File: config.mk
export PLATFORM = sky130hd
export DESIGN_NAME = seq_restoring_divider_flat
export DESIGN_NICKNAME = d
export VERILOG_FILES = /design/src/rtl/seq_restoring_divider_pkg.sv /design/src/rtl/seq_restoring_divider_if.sv /design/src/rtl/seq_restoring_divider_csub_cell.sv /design/src/rtl/seq_restoring_divider.sv /design/src/flat_wrapper.sv
export SDC_FILE = /design/constraint.sdc
export NUM_CORES = 1
export LEC_CHECK = 0
export ABC_AREA = 1
export CAP_MARGIN = 20
export CORE_AREA = 2 2 64 60
export CTS_BUF_LIST = sky130_fd_sc_hd__clkbuf_4
export DETAILED_ROUTE_END_ITERATION = 10
export DIE_AREA = 0 0 66 62
export GPL_ROUTABILITY_DRIVEN = 0
export PLACE_DENSITY_LB_ADDON = 0.12
export SETUP_SLACK_MARGIN = 0.02
export SYNTH_ARGS = -nofsm -noshare
export SYNTH_HDL_FRONTEND = slang
export SYNTH_HIERARCHICAL = 1
export SYNTH_SLANG_ARGS = --single-unit
File: constraint.sdc
create_clock -name clk -period 4.5 [get_ports clk]
set_clock_uncertainty 0.05 [all_clocks]
set_input_delay 1.35 -clock clk [delete_from_list [all_inputs] [get_ports clk]]
set_output_delay 1.35 -clock clk [all_outputs]
set_load 0.005 [all_outputs]
File: src/rtl/seq_restoring_divider_pkg.sv
// rtl/seq_restoring_divider_pkg.sv - shared types and constants for the restoring divider
package div_pkg;

    typedef enum logic [1:0] {
        S_IDLE = 2'd0,
        S_RUN  = 2'd1,
        S_DONE = 2'd2
    } div_state_e;

    localparam int DIV_WIDTH = 5;
    localparam int CNT_W     = $clog2(DIV_WIDTH);

    // Iteration counter width for a given operand width; never narrower than one bit.
    function automatic int cnt_w(input int width);
        return (width > 1) ? $clog2(width) : 1;
    endfunction

endpackage

File: src/rtl/seq_restoring_divider_if.sv
// rtl/seq_restoring_divider_if.sv - start/done request and result bundle for the divider
interface seq_restoring_divider_if
    import div_pkg::*;
#(
    parameter int WIDTH = DIV_WIDTH
);

    logic             start;
    logic [WIDTH-1:0] dividend;
    logic [WIDTH-1:0] divisor;
    logic             busy;
    logic             done;
    logic [WIDTH-1:0] quotient;
    logic [WIDTH-1:0] remainder;
    logic             div_by_zero;

    modport master (
        output start, dividend, divisor,
        input  busy, done, quotient, remainder, div_by_zero
    );

    modport slave (
        input  start, dividend, divisor,
        output busy, done, quotient, remainder, div_by_zero
    );

endinterface

File: src/rtl/seq_restoring_divider_csub_cell.sv
// rtl/seq_restoring_divider_csub_cell.sv - one-bit full subtractor with restore mux
module csub_cell (
    output logic D,
    output logic Bout,
    input  logic X,
    input  logic Y,
    input  logic Bin,
    input  logic Sel
);

    logic diff;

    // X - Y - Bin; when Sel is high the trial difference is discarded and X passes through.
    always_comb begin
        diff = X ^ Y ^ Bin;
        Bout = (~X & Y) | (~(X ^ Y) & Bin);
        D    = Sel ? X : diff;
    end

endmodule

File: src/rtl/seq_restoring_divider.sv
// rtl/seq_restoring_divider.sv - iterative radix-2 restoring divider, one quotient bit per clock
module seq_restoring_divider
    import div_pkg::*;
#(
    parameter int WIDTH = DIV_WIDTH
) (
    input  logic                    clk,
    input  logic                    rst_n,
    seq_restoring_divider_if.slave  bus
);

    localparam int CW = cnt_w(WIDTH);

    div_state_e       state_q, state_d;
    logic [WIDTH:0]   a_q, a_d;
    logic [WIDTH-1:0] q_q, q_d;
    logic [WIDTH-1:0] m_q, m_d;
    logic [CW-1:0]    count_q, count_d;
    logic             busy_q, busy_d;
    logic             done_q, done_d;
    logic             dbz_q, dbz_d;
    logic [WIDTH-1:0] quotient_q, quotient_d;
    logic [WIDTH-1:0] remainder_q, remainder_d;

    logic [WIDTH:0]   a_sh;
    logic [WIDTH:0]   m_ext;
    logic [WIDTH:0]   row_out;
    logic             restore;
    logic             unused_a_msb;

    // Partial remainder shifted left with the next dividend bit brought in from Q.
    assign a_sh  = {a_q[WIDTH-1:0], q_q[WIDTH-1]};
    assign m_ext = {1'b0, m_q};

    // Trial-subtract row: borrow ripples LSB to MSB, MSB borrow selects restore in every cell.
    for (genvar i = 0; i <= WIDTH; i++) begin : g_cell
        logic bin;
        logic bout;
        if (i == 0) begin : g_lsb
            assign bin = 1'b0;
        end else begin : g_chain
            assign bin = g_cell[i-1].bout;
        end
        csub_cell u_cell (
            .D    (row_out[i]),
            .Bout (bout),
            .X    (a_sh[i]),
            .Y    (m_ext[i]),
            .Bin  (bin),
            .Sel  (restore)
        );
    end

    assign restore = g_cell[WIDTH].bout;

    // The restored remainder is always below M, so the stored MSB only mirrors the row width.
    assign unused_a_msb = a_q[WIDTH];

    // Next-state, datapath and result update for the IDLE/RUN/DONE sequence.
    always_comb begin
        state_d     = state_q;
        a_d         = a_q;
        q_d         = q_q;
        m_d         = m_q;
        count_d     = count_q;
        busy_d      = 1'b0;
        done_d      = 1'b0;
        dbz_d       = dbz_q;
        quotient_d  = quotient_q;
        remainder_d = remainder_q;

        case (state_q)
            S_IDLE, S_DONE: begin
                state_d = S_IDLE;
                if (bus.start) begin
                    if (bus.divisor == '0) begin
                        quotient_d  = '1;
                        remainder_d = bus.dividend;
                        dbz_d       = 1'b1;
                        done_d      = 1'b1;
                        state_d     = S_DONE;
                    end else begin
                        a_d     = '0;
                        q_d     = bus.dividend;
                        m_d     = bus.divisor;
                        count_d = CW'(WIDTH - 1);
                        busy_d  = 1'b1;
                        state_d = S_RUN;
                    end
                end
            end
            S_RUN: begin
                a_d = row_out;
                q_d = {q_q[WIDTH-2:0], ~restore};
                if (count_q == '0) begin
                    quotient_d  = {q_q[WIDTH-2:0], ~restore};
                    remainder_d = row_out[WIDTH-1:0];
                    dbz_d       = 1'b0;
                    done_d      = 1'b1;
                    state_d     = S_DONE;
                end else begin
                    count_d = count_q - CW'(1);
                    busy_d  = 1'b1;
                end
            end
            default: state_d = S_IDLE;
        endcase
    end

    // All state and registered outputs; asynchronous reset aborts any operation in flight.
    always_ff @(posedge clk or negedge rst_n) begin
        if (!rst_n) begin
            state_q     <= S_IDLE;
            a_q         <= '0;
            q_q         <= '0;
            m_q         <= '0;
            count_q     <= '0;
            busy_q      <= 1'b0;
            done_q      <= 1'b0;
            dbz_q       <= 1'b0;
            quotient_q  <= '0;
            remainder_q <= '0;
        end else begin
            state_q     <= state_d;
            a_q         <= a_d;
            q_q         <= q_d;
            m_q         <= m_d;
            count_q     <= count_d;
            busy_q      <= busy_d;
            done_q      <= done_d;
            dbz_q       <= dbz_d;
            quotient_q  <= quotient_d;
            remainder_q <= remainder_d;
        end
    end

    assign bus.busy        = busy_q;
    assign bus.done        = done_q;
    assign bus.quotient    = quotient_q;
    assign bus.remainder   = remainder_q;
    assign bus.div_by_zero = dbz_q;

endmodule

File: src/flat_wrapper.sv
// flat-port wrapper written by rule: the top's interface ports become plain ports
module seq_restoring_divider_flat import div_pkg::*;
#(
    parameter int WIDTH = DIV_WIDTH
)
  (clk, rst_n, bus_start, bus_dividend, bus_divisor, bus_busy, bus_done, bus_quotient, bus_remainder, bus_div_by_zero);
  seq_restoring_divider_if #(.WIDTH(WIDTH)) bus_i ();
  input  logic clk;
  input  logic rst_n;
  input wire logic [$bits(bus_i.start)-1:0] bus_start;
  input wire logic [$bits(bus_i.dividend)-1:0] bus_dividend;
  input wire logic [$bits(bus_i.divisor)-1:0] bus_divisor;
  output wire logic [$bits(bus_i.busy)-1:0] bus_busy;
  output wire logic [$bits(bus_i.done)-1:0] bus_done;
  output wire logic [$bits(bus_i.quotient)-1:0] bus_quotient;
  output wire logic [$bits(bus_i.remainder)-1:0] bus_remainder;
  output wire logic [$bits(bus_i.div_by_zero)-1:0] bus_div_by_zero;
  assign bus_i.start = bus_start;
  assign bus_i.dividend = bus_dividend;
  assign bus_i.divisor = bus_divisor;
  assign bus_busy = bus_i.busy;
  assign bus_done = bus_i.done;
  assign bus_quotient = bus_i.quotient;
  assign bus_remainder = bus_i.remainder;
  assign bus_div_by_zero = bus_i.div_by_zero;
  seq_restoring_divider #(.WIDTH(WIDTH)) u_core (.clk(clk), .rst_n(rst_n), .bus(bus_i));
endmodule
==> results.sh, run 1 <==
export IMPL_cts_max_level=2
export IMPL_yosys_warnings=6
export IMPL_clock_latency_ps=340
export IMPL_hold_buffers=0
export IMPL_critical_path_required_ps=4670
export IMPL_final_util_pct=60.34
export IMPL_final_cell_area_sq_mm=0.002125
export IMPL_die_y_um=62
export IMPL_routed_wirelength_mm=3.317
export IMPL_cts_sinks=33
export IMPL_grt_pass1_wl_mm=5.616
export IMPL_worstSetupStartpointType="flop"
export IMPL_antenna_cells=0
export IMPL_irDropWorstVdd_mv=0.3175
export IMPL_overflow=0
export IMPL_synthCells=222
export IMPL_die_area_sq_mm=0.004092
export IMPL_min_from="u_core/m_q[1]$_DFFE_PN0P_"
export IMPL_run_status="complete, no violations"
export IMPL_antenna_found_initial=0
export IMPL_area_growth_pct=17.35
export IMPL_fillerInstances=348
export IMPL_cts_buffer_depth=2
export IMPL_slowest_stage="dfrtp_1"
export IMPL_cp_num_buf_inv=12
export IMPL_cts_root_buf="clkbuf_4"
export IMPL_pin_count=26
export IMPL_viasPerCell=4.715
export IMPL_crit_type="flop to flop"
export IMPL_postCtsSetupBuffers=0
export IMPL_holdCritPathClass="flop to flop"
export IMPL_cts_resized=0
export IMPL_wl_per_cell_um=11.24
export IMPL_clock_fmax_mhz=251.4
export IMPL_power_density_mw_per_mm2=694.7
export IMPL_fin_setup_tns_ps=0
export IMPL_layout_commonest_cell="nand2_1"
export IMPL_layout_common_cells="nand2_1, dfrtp_1, inv_1"
export IMPL_rsz0062_at_grt="false"
export IMPL_critical_path_most_common_cell="inv_1"
export IMPL_cp_cell_sequence="fa_1, inv_1, inv_1, fa_1, inv_1, inv_1, fa_1, inv_1, inv_1, fa_1, inv_1, inv_1, fa_1, inv_1, inv_1, fa_1, inv_1, inv_1, nand2_1, nand2_1, nand2_1, nand2_1, nand2_1, nand2_1"
export IMPL_grt_max_degree=34
export IMPL_vias=1391
export IMPL_p_leak_nw=1.186
export IMPL_end_kind="flop"
export IMPL_rows=21
export IMPL_grt_pass1_vias=1295
export IMPL_dp_hpwl_mm=2.348
export IMPL_critPathMaxStageDelay_ps=420
export IMPL_path_clk_slew_ps=100
export IMPL_cts_buffers=5
export IMPL_cp_top_family="adder cells"
export IMPL_cp_startpoint="u_core/q_q[4]$_DFFE_PN0P_"
export IMPL_cts_tree="built"
export IMPL_hold_violations=0
export IMPL_ant_nets=0
export IMPL_setup_viol=0
export IMPL_finalCriticalPeriod_ps=3978
export IMPL_final_layout_size_suffix_gt1_share_pct=10.44
export IMPL_r2r_start="u_core/q_q[4]$_DFFE_PN0P_"
export IMPL_die_x_um=66
export IMPL_drc_errors=0
export IMPL_finalCritPeriodShare_pct=88.41
export IMPL_drt_pass1_iterations=4
export IMPL_core_area_sq_mm=0.003521
export IMPL_final_max_slew_viol_count=0
export IMPL_drv_cap=0
export IMPL_dpl_cell_area_sq_mm=0.002069
export IMPL_start_util_pct=51.42
export IMPL_io_buffers=25
export IMPL_synth_area_sq_mm=0.001810
export IMPL_final_nets=269
export IMPL_worst_path_max_fanout=12
export IMPL_drt_first_iter_violations=87
export IMPL_postSynthAreaPerCell_sq_um=8.155
export IMPL_arrival_ps=4150
export IMPL_track_usage_pct=18.56
-- metal layers --
layer  GRT usage, %  share of wire (%)  wire length (um)  vias to the layer above
li1               -                  -                 -                      720
met1          24.04                 49              1616                      645
met2          30.45                 45              1509                       19
met3          5.045                4.4               145                        7
met4          6.997                1.4                46                        0
met5              0                  0                 0                        -
-- path summary, 6_finish.rpt --
check | to | slack, ps | cells past startpoint
worst min register to register | u_core/m_q[1]$_DFFE_PN0P_ | 430 | 2
min in group asynchronous | u_core/bus.quotient[4]$_DFFE_PN0P_ | 1350 | 2
max in group asynchronous | u_core/bus.busy$_DFF_PN0_ | 2740 | 2
worst max-delay path | u_core/bus.remainder[0]$_DFFE_PN0P_ | 520 | 24
worst max register to register | u_core/bus.remainder[0]$_DFFE_PN0P_ | 520 | 24
worst min-delay path | u_core/m_q[1]$_DFFE_PN0P_ | 430 | 2
-- tightest hold or removal path, delay by kind of cell (launching register included) --
family	cells	cell delay [ps]
flops	1	360
simple gates	2	90
-- sequential cells by signal, indices dropped and copies added (netlist names) --
signal	flops
u_core/bus.quotient	5
u_core/bus.remainder	5
u_core/bus.div_by_zero	1
u_core/a_q	5
u_core/q_q	5
u_core/bus.done	1
u_core/m_q	5
u_core/count_q	3
u_core/state_q	2
u_core/bus.busy	1
-- power breakdown --
part,switching (mW),internal [mW]
Sequential,0.0819,0.433
Combinational,0.466,0.330
Clock,0.0999,0.0655
Total,0.648,0.828
-- per-stage QoR --
stage	power (mW)	worst slack [ps]	instances	hold WS, ps
final	1.476	521.6	295	430.3
after detailed placement	1.330	562.8	287	413.6
after global routing	1.649	167.4	295	478.5
after floorplan	1.112	793.7	223	391.9
after global placement	1.318	599.4	287	408.3
after CTS	1.502	517.1	295	437.6
-- cell type report --
class	count	area (sq um)	share of cell area [%]
Inverter	34	127.6	6.007
Multi-Input combinational cell	148	800.8	37.69
Sequential cell	33	825.8	38.87
Clock inverter	2	10.01	0.4711
Clock buffer	6	45.04	2.120
Timing Repair Buffer	26	257.7	12.13
Tap cell	46	57.56	2.709
Note: power is estimated with default switching activity, not from simulation.
==> run 2: changes to the inputs <==
- CELL_PAD_IN_SITES_DETAIL_PLACEMENT: not set -> 1
- CELL_PAD_IN_SITES_GLOBAL_PLACEMENT: not set -> 1
- CORE_AREA: 2 2 64 60 -> 2 2 73 68
- DIE_AREA: 0 0 66 62 -> 0 0 75 70
- SKIP_LAST_GASP: not set -> 1
==> run 2 against run 1 <==
Net effect: maximum frequency decreased by 2.3%; final area increased by 0.82%; highest routed layer unchanged; total power rose by 1.8%.
==> results.sh, run 2 (synthesis results as in run 1) <==
export IMPL_routed_wirelength_mm=4.029
export IMPL_worstSetupStartpointType="flop"
export IMPL_drt_pass1_iterations=4
export IMPL_arrival_ps=4250
export IMPL_fin_cells=313
export IMPL_irDropWorstVdd_mv=0.2726
export IMPL_drv_cap=0
export IMPL_track_usage_pct=18.51
export IMPL_cp_cell_sequence="fa_1, inv_1, inv_1, fa_1, inv_1, inv_1, fa_1, inv_1, inv_1, fa_1, inv_1, inv_1, fa_1, inv_1, inv_1, fa_1, inv_1, inv_1, nand2_1, nand2_1, nand2_1, nand2_1, nand2_1, nand2_1"
export IMPL_rsz0062_at_grt="false"
export IMPL_final_util_pct=46.62
export IMPL_vias=1430
export IMPL_switchingPower_uw=673.9
export IMPL_grt_pass1_wl_mm=7.348
export IMPL_drt_first_iter_violations=76
export IMPL_p_sw_share_pct=44.84
export IMPL_p_seq_share_pct=34.5
export IMPL_slowest_stage="dfrtp_1"
export IMPL_pwr_share_comb_pct=54.8
export IMPL_die_y_um=70
export IMPL_start_util_pct=39.41
export IMPL_hold_violations=0
export IMPL_layout_commonest_cell="nand2_1"
export IMPL_wl_per_cell_um=12.87
export IMPL_cts_buffer_depth=2
export IMPL_cts_max_level=2
export IMPL_final_layout_size_suffix_gt1_share_pct=9.677
export IMPL_final_max_slew_viol_count=0
export IMPL_layout_common_cells="nand2_1, dfrtp_1, inv_1"
export IMPL_clock_latency_ps=340
export IMPL_area_growth_pct=18.31
export IMPL_holdCritPathClass="flop to flop"
export IMPL_critPathMaxStageDelay_ps=430
export IMPL_cts_root_buf="clkbuf_4"
export IMPL_critical_path_required_ps=4680
export IMPL_cts_sinks=33
export IMPL_drc_errors=0
export IMPL_clock_fmax_mhz=245.6
export IMPL_antenna_found_initial=0
export IMPL_grt_max_degree=34
export IMPL_place_ws_ps=446.9
export IMPL_grt_pass1_vias=1540
export IMPL_die_area_sq_mm=0.005250
export IMPL_ant_nets=0
export IMPL_power_share_clock_pct=10.7
export IMPL_end_kind="flop"
export IMPL_hold_buffers=0
export IMPL_setup_ws_ps=428.2
export IMPL_final_nets=269
export IMPL_power_density_mw_per_mm2=701.6
export IMPL_dp_hpwl_mm=2.863
export IMPL_viasPerCell=4.569
export IMPL_fin_total_pwr_mw=1.503
export IMPL_intPower_uw=828.9
export IMPL_pin_count=26
export IMPL_io_buffers=25
export IMPL_die_x_um=75
export IMPL_p_leak_nw=1.180
export IMPL_core_area_sq_mm=0.004594
export IMPL_overflow=0
export IMPL_run_status="complete, no violations"
export IMPL_antenna_cells=0
export IMPL_setup_viol=0
export IMPL_cts_tree="built"
export IMPL_crit_type="flop to flop"
export IMPL_fin_setup_tns_ps=0
export IMPL_finalCritPeriodShare_pct=90.48
export IMPL_critical_path_most_common_cell="inv_1"
export IMPL_path_clk_slew_ps=100
export IMPL_postCtsSetupBuffers=0
export IMPL_cts_resized=0
export IMPL_finalCriticalPeriod_ps=4072
export IMPL_dp_cells=306
export IMPL_cts_buffers=5
export IMPL_worst_path_max_fanout=12
export IMPL_rows=24
-- run 2: changes by cell type in the layout (fill, tap and decap cells not counted), sizes merged --
| cell | before | now |
|---|---|---|
| clkinv | 2 | 1 |
-- run 2: worst paths after layout --
path | endpoint | depth (start not counted) | startpoint | slack (ps)
min reg2reg | u_core/m_q[1]$_DFFE_PN0P_ | 2 | u_core/m_q[1]$_DFFE_PN0P_ | 430
min in group asynchronous | u_core/bus.remainder[2]$_DFFE_PN0P_ | 2 | rst_n | 1350
max in group asynchronous | u_core/count_q[1]$_DFFE_PN0P_ | 2 | rst_n | 2720
max reg2reg | u_core/bus.remainder[0]$_DFFE_PN0P_ | 24 | u_core/q_q[4]$_DFFE_PN0P_ | 430
max | u_core/bus.remainder[0]$_DFFE_PN0P_ | 24 | u_core/q_q[4]$_DFFE_PN0P_ | 430
min | u_core/m_q[1]$_DFFE_PN0P_ | 2 | u_core/m_q[1]$_DFFE_PN0P_ | 430
-- run 2: metrics by stage --
stage	cell area, sq um	hold WS [ps]
after floorplan	1814	391.9
after global placement	2093	407.1
after detailed placement	2093	414.2
after CTS	2142	441.0
after global routing	2142	475.0
final	2142	431.0
-- run 2: worst max-delay path, delay by kind of cell, from the launching register on --
kind,cells,cell delay [ps]
adders and majority gates,6,2200
DFF,1,430
buffers and inverters,12,870
and+or+nand+nor,6,390
-- run 2: power by group through the flow --
stage / Combinational [mW] / Sequential (mW) / Clock [mW]
after floorplan: 0.596 / 0.516 / 0
after detailed placement: 0.831 / 0.530 / 0
after global routing: 0.972 / 0.539 / 0.180
after CTS: 0.840 / 0.522 / 0.173
final: 0.824 / 0.518 / 0.161
after global placement: 0.814 / 0.522 / 0
-- run 2: layout make-up --
type | count | area [sq um]
clock inverters | 1 | 3.754
clock buffers | 6 | 45.04
flip-flops and latches | 33 | 825.8
well taps | 65 | 81.33
repair buffers | 26 | 257.7
fillers | 558 | 2452
multi-input cells | 148 | 800.8
inverters | 34 | 127.6
-- run 2: per-layer routing --
layer | vias to the layer above | track usage, % | share of wire, %
met1 | 693 | 25.14 | 48
met2 | 16 | 28.65 | 48
met3 | 7 | 3.896 | 2.5
met5 | - | 0 | 0
met4 | 0 | 7.143 | 1.8
li1 | 714 | - | -
